===== src/rtl/vga_object_renderer_if.sv =====
// Pixel-stream bundle between the VGA timing controller and the object renderer.
// The master drives coordinates, frame tick and player controls; the slave returns RGB.
interface vga_object_renderer_if;
    logic [9:0] pix_x;
    logic [9:0] pix_y;
    logic       active;
    logic       frame_tick;
    logic [9:0] ship_x;
    logic [9:0] ship_y;
    logic       fire;
    logic [7:0] vga_r;
    logic [7:0] vga_g;
    logic [7:0] vga_b;
    logic [3:0] live_count;

    modport master (
        output pix_x, pix_y, active, frame_tick, ship_x, ship_y, fire,
        input  vga_r, vga_g, vga_b, live_count
    );

    modport slave (
        input  pix_x, pix_y, active, frame_tick, ship_x, ship_y, fire,
        output vga_r, vga_g, vga_b, live_count
    );
endinterface


===== src/rtl/vga_object_renderer.sv =====
// Pixel-colour stage: holds the ship snapshot and a bullet pool, updated once per frame,
// and produces registered RGB one cycle after the pixel coordinates arrive.
module vga_object_renderer #(
    parameter int SHIP_SIZE    = 50,
    parameter int SHIP_X0      = 320,
    parameter int SHIP_Y0      = 240,
    parameter int NUM_BULLETS  = 4,
    parameter int BULLET_W     = 1,
    parameter int BULLET_H     = 5,
    parameter int BULLET_SPEED = 4,
    parameter int COOLDOWN     = 8
) (
    input  logic                  clk,
    input  logic                  rst,
    vga_object_renderer_if.slave  vga
);

    localparam int IDX_W = (NUM_BULLETS > 1) ? $clog2(NUM_BULLETS) : 1;
    localparam int CD_W  = $clog2(COOLDOWN + 2);

    logic [9:0]             r_snap_x;
    logic [9:0]             r_snap_y;
    logic [NUM_BULLETS-1:0] r_live;
    logic [9:0]             r_bx [NUM_BULLETS];
    logic [9:0]             r_by [NUM_BULLETS];
    logic [CD_W-1:0]        r_cooldown;
    logic                   r_fire_pending;
    logic [3:0]             r_live_count;
    logic [7:0]             r_r;
    logic [7:0]             r_g;
    logic [7:0]             r_b;

    logic [NUM_BULLETS-1:0] w_live_moved;
    logic [NUM_BULLETS-1:0] w_live_next;
    logic [9:0]             w_by_moved [NUM_BULLETS];
    logic                   w_free_found;
    logic [IDX_W-1:0]       w_free_idx;
    logic                   w_spawn;
    logic [3:0]             w_count_next;
    logic                   w_bullet_hit;
    logic                   w_ship_hit;
    logic [10:0]            w_px;
    logic [10:0]            w_py;

    // Frame update: move/free first, then the lowest free slot may take a new bullet.
    always_comb begin
        w_free_found = 1'b0;
        w_free_idx   = '0;
        for (int i = 0; i < NUM_BULLETS; i++) begin
            w_live_moved[i] = r_live[i] && (r_by[i] >= 10'(BULLET_SPEED));
            w_by_moved[i]   = r_by[i] - 10'(BULLET_SPEED);
        end
        for (int i = NUM_BULLETS - 1; i >= 0; i--) begin
            if (!w_live_moved[i]) begin
                w_free_found = 1'b1;
                w_free_idx   = IDX_W'(i);
            end
        end
        w_spawn = (r_fire_pending | vga.fire) && (r_cooldown == '0) && w_free_found &&
                  (vga.ship_y >= 10'(BULLET_H));
        w_live_next = w_live_moved;
        if (w_spawn) w_live_next[w_free_idx] = 1'b1;
        w_count_next = '0;
        for (int i = 0; i < NUM_BULLETS; i++) begin
            w_count_next = w_count_next + 4'(w_live_next[i]);
        end
    end

    always_ff @(posedge clk or posedge rst) begin
        if (rst) begin
            r_snap_x       <= 10'(SHIP_X0);
            r_snap_y       <= 10'(SHIP_Y0);
            r_live         <= '0;
            r_cooldown     <= '0;
            r_fire_pending <= 1'b0;
            r_live_count   <= '0;
            for (int i = 0; i < NUM_BULLETS; i++) begin
                r_bx[i] <= '0;
                r_by[i] <= '0;
            end
        end else begin
            if (vga.fire) r_fire_pending <= 1'b1;
            if (vga.frame_tick) begin
                r_snap_x <= vga.ship_x;
                r_snap_y <= vga.ship_y;
                r_live   <= w_live_next;
                for (int i = 0; i < NUM_BULLETS; i++) begin
                    if (w_live_moved[i]) r_by[i] <= w_by_moved[i];
                end
                if (w_spawn) begin
                    r_bx[w_free_idx] <= vga.ship_x + 10'(SHIP_SIZE / 2);
                    r_by[w_free_idx] <= vga.ship_y - 10'(BULLET_H);
                    r_cooldown       <= CD_W'(COOLDOWN);
                end else if (r_cooldown != '0) begin
                    r_cooldown <= r_cooldown - 1'b1;
                end
                // Unserviceable requests are dropped rather than carried to the next frame.
                r_fire_pending <= 1'b0;
                r_live_count   <= w_count_next;
            end
        end
    end

    // Hit tests widen to 11 bits so objects near the right/bottom edge never wrap.
    always_comb begin
        w_px         = {1'b0, vga.pix_x};
        w_py         = {1'b0, vga.pix_y};
        w_bullet_hit = 1'b0;
        for (int i = 0; i < NUM_BULLETS; i++) begin
            if (r_live[i] &&
                (w_px >= {1'b0, r_bx[i]}) && (w_px < ({1'b0, r_bx[i]} + 11'(BULLET_W))) &&
                (w_py >= {1'b0, r_by[i]}) && (w_py < ({1'b0, r_by[i]} + 11'(BULLET_H))))
                w_bullet_hit = 1'b1;
        end
        w_ship_hit = (w_px >= {1'b0, r_snap_x}) && (w_px < ({1'b0, r_snap_x} + 11'(SHIP_SIZE))) &&
                     (w_py >= {1'b0, r_snap_y}) && (w_py < ({1'b0, r_snap_y} + 11'(SHIP_SIZE)));
    end

    always_ff @(posedge clk or posedge rst) begin
        if (rst) begin
            {r_r, r_g, r_b} <= 24'h000000;
        end else if (!vga.active) begin
            {r_r, r_g, r_b} <= 24'h000000;
        end else if (w_bullet_hit) begin
            {r_r, r_g, r_b} <= 24'hFFFF00;
        end else if (w_ship_hit) begin
            {r_r, r_g, r_b} <= 24'h00FF00;
        end else begin
            {r_r, r_g, r_b} <= 24'h000020;
        end
    end

    assign vga.vga_r      = r_r;
    assign vga.vga_g      = r_g;
    assign vga.vga_b      = r_b;
    assign vga.live_count = r_live_count;

endmodule


===== src/flat_wrapper.sv =====
// flat-port wrapper written by rule: the top's interface ports become plain ports
module vga_object_renderer_flat 
#(
    parameter int SHIP_SIZE    = 50,
    parameter int SHIP_X0      = 320,
    parameter int SHIP_Y0      = 240,
    parameter int NUM_BULLETS  = 4,
    parameter int BULLET_W     = 1,
    parameter int BULLET_H     = 5,
    parameter int BULLET_SPEED = 4,
    parameter int COOLDOWN     = 8
)
  (clk, rst, vga_pix_x, vga_pix_y, vga_active, vga_frame_tick, vga_ship_x, vga_ship_y, vga_fire, vga_vga_r, vga_vga_g, vga_vga_b, vga_live_count);
  vga_object_renderer_if vga_i ();
  input  logic clk;
  input  logic rst;
  input wire logic [$bits(vga_i.pix_x)-1:0] vga_pix_x;
  input wire logic [$bits(vga_i.pix_y)-1:0] vga_pix_y;
  input wire logic [$bits(vga_i.active)-1:0] vga_active;
  input wire logic [$bits(vga_i.frame_tick)-1:0] vga_frame_tick;
  input wire logic [$bits(vga_i.ship_x)-1:0] vga_ship_x;
  input wire logic [$bits(vga_i.ship_y)-1:0] vga_ship_y;
  input wire logic [$bits(vga_i.fire)-1:0] vga_fire;
  output wire logic [$bits(vga_i.vga_r)-1:0] vga_vga_r;
  output wire logic [$bits(vga_i.vga_g)-1:0] vga_vga_g;
  output wire logic [$bits(vga_i.vga_b)-1:0] vga_vga_b;
  output wire logic [$bits(vga_i.live_count)-1:0] vga_live_count;
  assign vga_i.pix_x = vga_pix_x;
  assign vga_i.pix_y = vga_pix_y;
  assign vga_i.active = vga_active;
  assign vga_i.frame_tick = vga_frame_tick;
  assign vga_i.ship_x = vga_ship_x;
  assign vga_i.ship_y = vga_ship_y;
  assign vga_i.fire = vga_fire;
  assign vga_vga_r = vga_i.vga_r;
  assign vga_vga_g = vga_i.vga_g;
  assign vga_vga_b = vga_i.vga_b;
  assign vga_live_count = vga_i.live_count;
  vga_object_renderer #(.SHIP_SIZE(SHIP_SIZE), .SHIP_X0(SHIP_X0), .SHIP_Y0(SHIP_Y0), .NUM_BULLETS(NUM_BULLETS), .BULLET_W(BULLET_W), .BULLET_H(BULLET_H), .BULLET_SPEED(BULLET_SPEED), .COOLDOWN(COOLDOWN)) u_core (.clk(clk), .rst(rst), .vga(vga_i));
endmodule

===== config.mk =====
export PLATFORM = sky130hd
export DESIGN_NAME = vga_object_renderer_flat
export DESIGN_NICKNAME = d
export VERILOG_FILES = /design/src/rtl/vga_object_renderer_if.sv /design/src/rtl/vga_object_renderer.sv /design/src/flat_wrapper.sv
export SDC_FILE = /design/constraint.sdc
export NUM_CORES = 1
export LEC_CHECK = 0
export CAP_MARGIN = 10
export CORE_ASPECT_RATIO = 1.2
export CORE_MARGIN = 5
export CORE_UTILIZATION = 42
export CTS_BUF_LIST = sky130_fd_sc_hd__clkbuf_8
export CTS_CLUSTER_DIAMETER = 60
export CTS_CLUSTER_SIZE = 25
export DETAILED_ROUTE_END_ITERATION = 8
export SKIP_CTS_REPAIR_TIMING = 1
export SLEW_MARGIN = 20
export SYNTH_ARGS = -nofsm -noshare
export SYNTH_HDL_FRONTEND = slang
export SYNTH_SLANG_ARGS = --single-unit
export TNS_END_PERCENT = 30

===== constraint.sdc =====
create_clock -name clk -period 5.2 [get_ports clk]
set_input_delay 1.3 -clock clk [delete_from_list [all_inputs] [get_ports clk]]
set_output_delay 1.3 -clock clk [all_outputs]
set_load 0.05 [all_outputs]

==> run metrics <==
Crit Path Category in -> reg; Synth top area share 25.30%; diode count 0; H-tree Lvls 4; vias in the first global route 9713; final net count 1673; Crit Reg-Reg Startpoint u_core.r_by[36]; Top-Level Pins 73; worst-path maximum fanout 6; reg2reg setup slack 1.89 ns; DR pass1 iterations 5; DR vias/cell 5.541; Worst EP required 5.55 ns; Detailed Place HPWL 24.82 mm; core box area 0.02717 mm2; Layout Cells excl Fill 1746; final max-slew violation count 0; Mapped Cells 1332; synthesis-to-layout area growth 11.81%; clk_lat worst skew 0.46 ns; CTS Sinks 115; Die W 161.5 um; Reg2Reg Capture Point u_core.vga.live_count[1]; 1st-iter DRT viols 563; Initial Util 42.59%; root buf cell clkbuf_8; startpoint types primary input; PD cells 416.3 mW/mm2; Hold Crit Class reg -> reg; die height 191.8 um; Max Clk Rate 0.2354 GHz; run status finished clean; largest net degree at the start of global routing 73; Post-synth EDFFs 0; Syn Area/Cell 8.687 um2; Primary FF master, synth dfrtp_1; worst hold start u_core.r_bx[28]; maxcap violations 0; initial antenna violation count 0; WHS 0.5058 ns; Worst Tran Pin Value 1.017 ns; final hold vios 0; grt ovf 0; synth warn 0; arrival time at the worst endpoint 4.60 ns; Peak supply drop 0.0002173 V; Seq/Total Area, Yosys 24.94%; DR WL/cell 18.03 um; Post-Place Worst Slack 0.4742 ns; drt total wl 31.49 mm; Final Cell Area 0.01294 mm2; setup ws final 0.9521 ns; first-pass GRT wire length 51.15 mm; Post-synth top cells 234 x ha_1, 137 x nand2_1, 120 x o21ai_0; Die ar. 0.03098 mm2; Rel. slew slack 31.71%; Worst-path clk slew 0.08 ns; Fill cells 2666; largest area contributor in the netlist ha_1; setup TNS 0 ns; Post-DRT Antenna Nets 0; area occupied by registers 0.002885 mm2; DR vias 9674; CTS tree yes; IO buf count 64; hold depth 2; Area contributors post-synth ha_1 25%, dfrtp_1 24%, xnor2_1 6.5%; Setup Skew 0.01397 ns; Worst Hold Endpoint u_core.r_bx[28]; Post-route DRC 0; worst-case clock buffer depth 2; CTS Buf Count 17; ys async rst share 100.0%; Worst Setup End Kind flop; fin util 47.62%; Lkg Pwr 5.745 nW; Final setup violation count 0; post-place instance area 0.01252 mm2; RSZ-0062 raised after global routing no; FF-to-FF path depth 8; multi-input logic area 0.007930 mm2; top-count cell post-synth ha_1; synth unique cells 82; Period Utilization, post-route 81.69%; final total power 5.385 mW; Placer Congestion 0.8493; post-synthesis register bit count 115; Tmin final 4.248 ns; Core Rows 66; dpl cells 1714; Mapped Area 0.01157 mm2; gr usage total 20.67%; layout cell share with drive strength beyond 1 6.330%
[worst max-delay path by stage]
stage,startpoint,end,cells past startpoint
finish,vga_ship_y[4],u_core.vga.live_count[1],9
global route,vga_ship_y[0],u_core.vga.live_count[1],10
CTS,vga_ship_y[4],u_core.vga.live_count[1],9
detailed placement,vga_ship_y[4],u_core.vga.live_count[1],9
global placement,vga_ship_y[4],u_core.vga.live_count[1],9
floorplan,rst,u_core.r_bx[0],1
[sequential cells by signal, indices dropped and copies added (netlist names)]
name and count:
u_core.vga.vga_r 1, u_core.vga.vga_b 1, u_core.r_fire_pending 1, u_core.r_live 4, u_core.vga.vga_g 1, u_core.r_cooldown 4
u_core.r_bx 40, u_core.vga.live_count 3, u_core.r_by 40, u_core.r_snap_x 10, u_core.r_snap_y 10
[layout make-up]
class                      instances  area share, %
inverter                         120          3.501
clock buffer                      19          2.021
sequential                       115          22.30
multi-input combinational       1051          61.30
tap                              340          3.288
timing repair buffer              88          6.422
clock inverter                    13          1.170
[cells in the final DEF (no fill, tap or decap), drive strengths merged, types with 6 or more instances in the layout]
master	Yosys	layout
ha	234	234
nand2	139	139
o21ai	123	123
inv	119	121
dfrtp	109	109
xnor2	86	86
a21oi	74	74
clkdlybuf4s50	0	63
nand3	45	45
nor2	39	39
nor3	33	33
buf	35	25
a21o	23	23
clkbuf	18	19
nor4	19	19
nor2b	15	15
nand2b	14	14
a211oi	14	14
o21a	13	13
a22oi	12	12
nand4	11	11
o211ai	11	11
xor2	10	10
a22o	10	10
mux2	9	9
conb	1	8
a21boi	8	8
a211o	6	6
o31ai	6	6
o2111ai	6	6
a32o	6	6
dfstp	6	6
or3	6	6
clkinv	1	6
[critical path, cell delays in order]
cell	delay (ns)
clkdlybuf4s50_1	0.50
or4_4	0.53
or3_4	0.37
o311ai_4	0.40
nand2_1	0.21
ha_1	0.35
fa_1	0.40
ha_1	0.27
mux2_2	0.26
[report_power, final]
group / internal (mW) / switching, mW / total (mW) / leakage, nW
Clock: 0.457 / 0.433 / 0.890 / 0.195
Combinational: 1.27 / 1.65 / 2.92 / 4.13
Sequential: 1.18 / 0.396 / 1.58 / 1.42
Total: 2.90 / 2.48 / 5.39 / 5.75
[layer usage]
layer	vias up	track usage (%)	share of wire [%]
li1	4879	-	-
met5	-	0	0
met3	50	3.005	3.3
met4	0	6.695	2.5
met2	168	36.99	50
met1	4577	25.58	44
[logic make-up (layout without fill, tap and decap cells)]
family	count (synthesis)	after routing	synth area share (%)
flops	115	115	24.94
fa+ha+maj	235	235	25.48
buf+inv	173	240	6.758
other cells	1	8	0.03241
xor+xnor	96	96	7.266
simple gates	347	347	14.66
mux	9	9	0.8759
compound gates	356	356	19.99
Note: power is estimated with default switching activity, not from simulation.
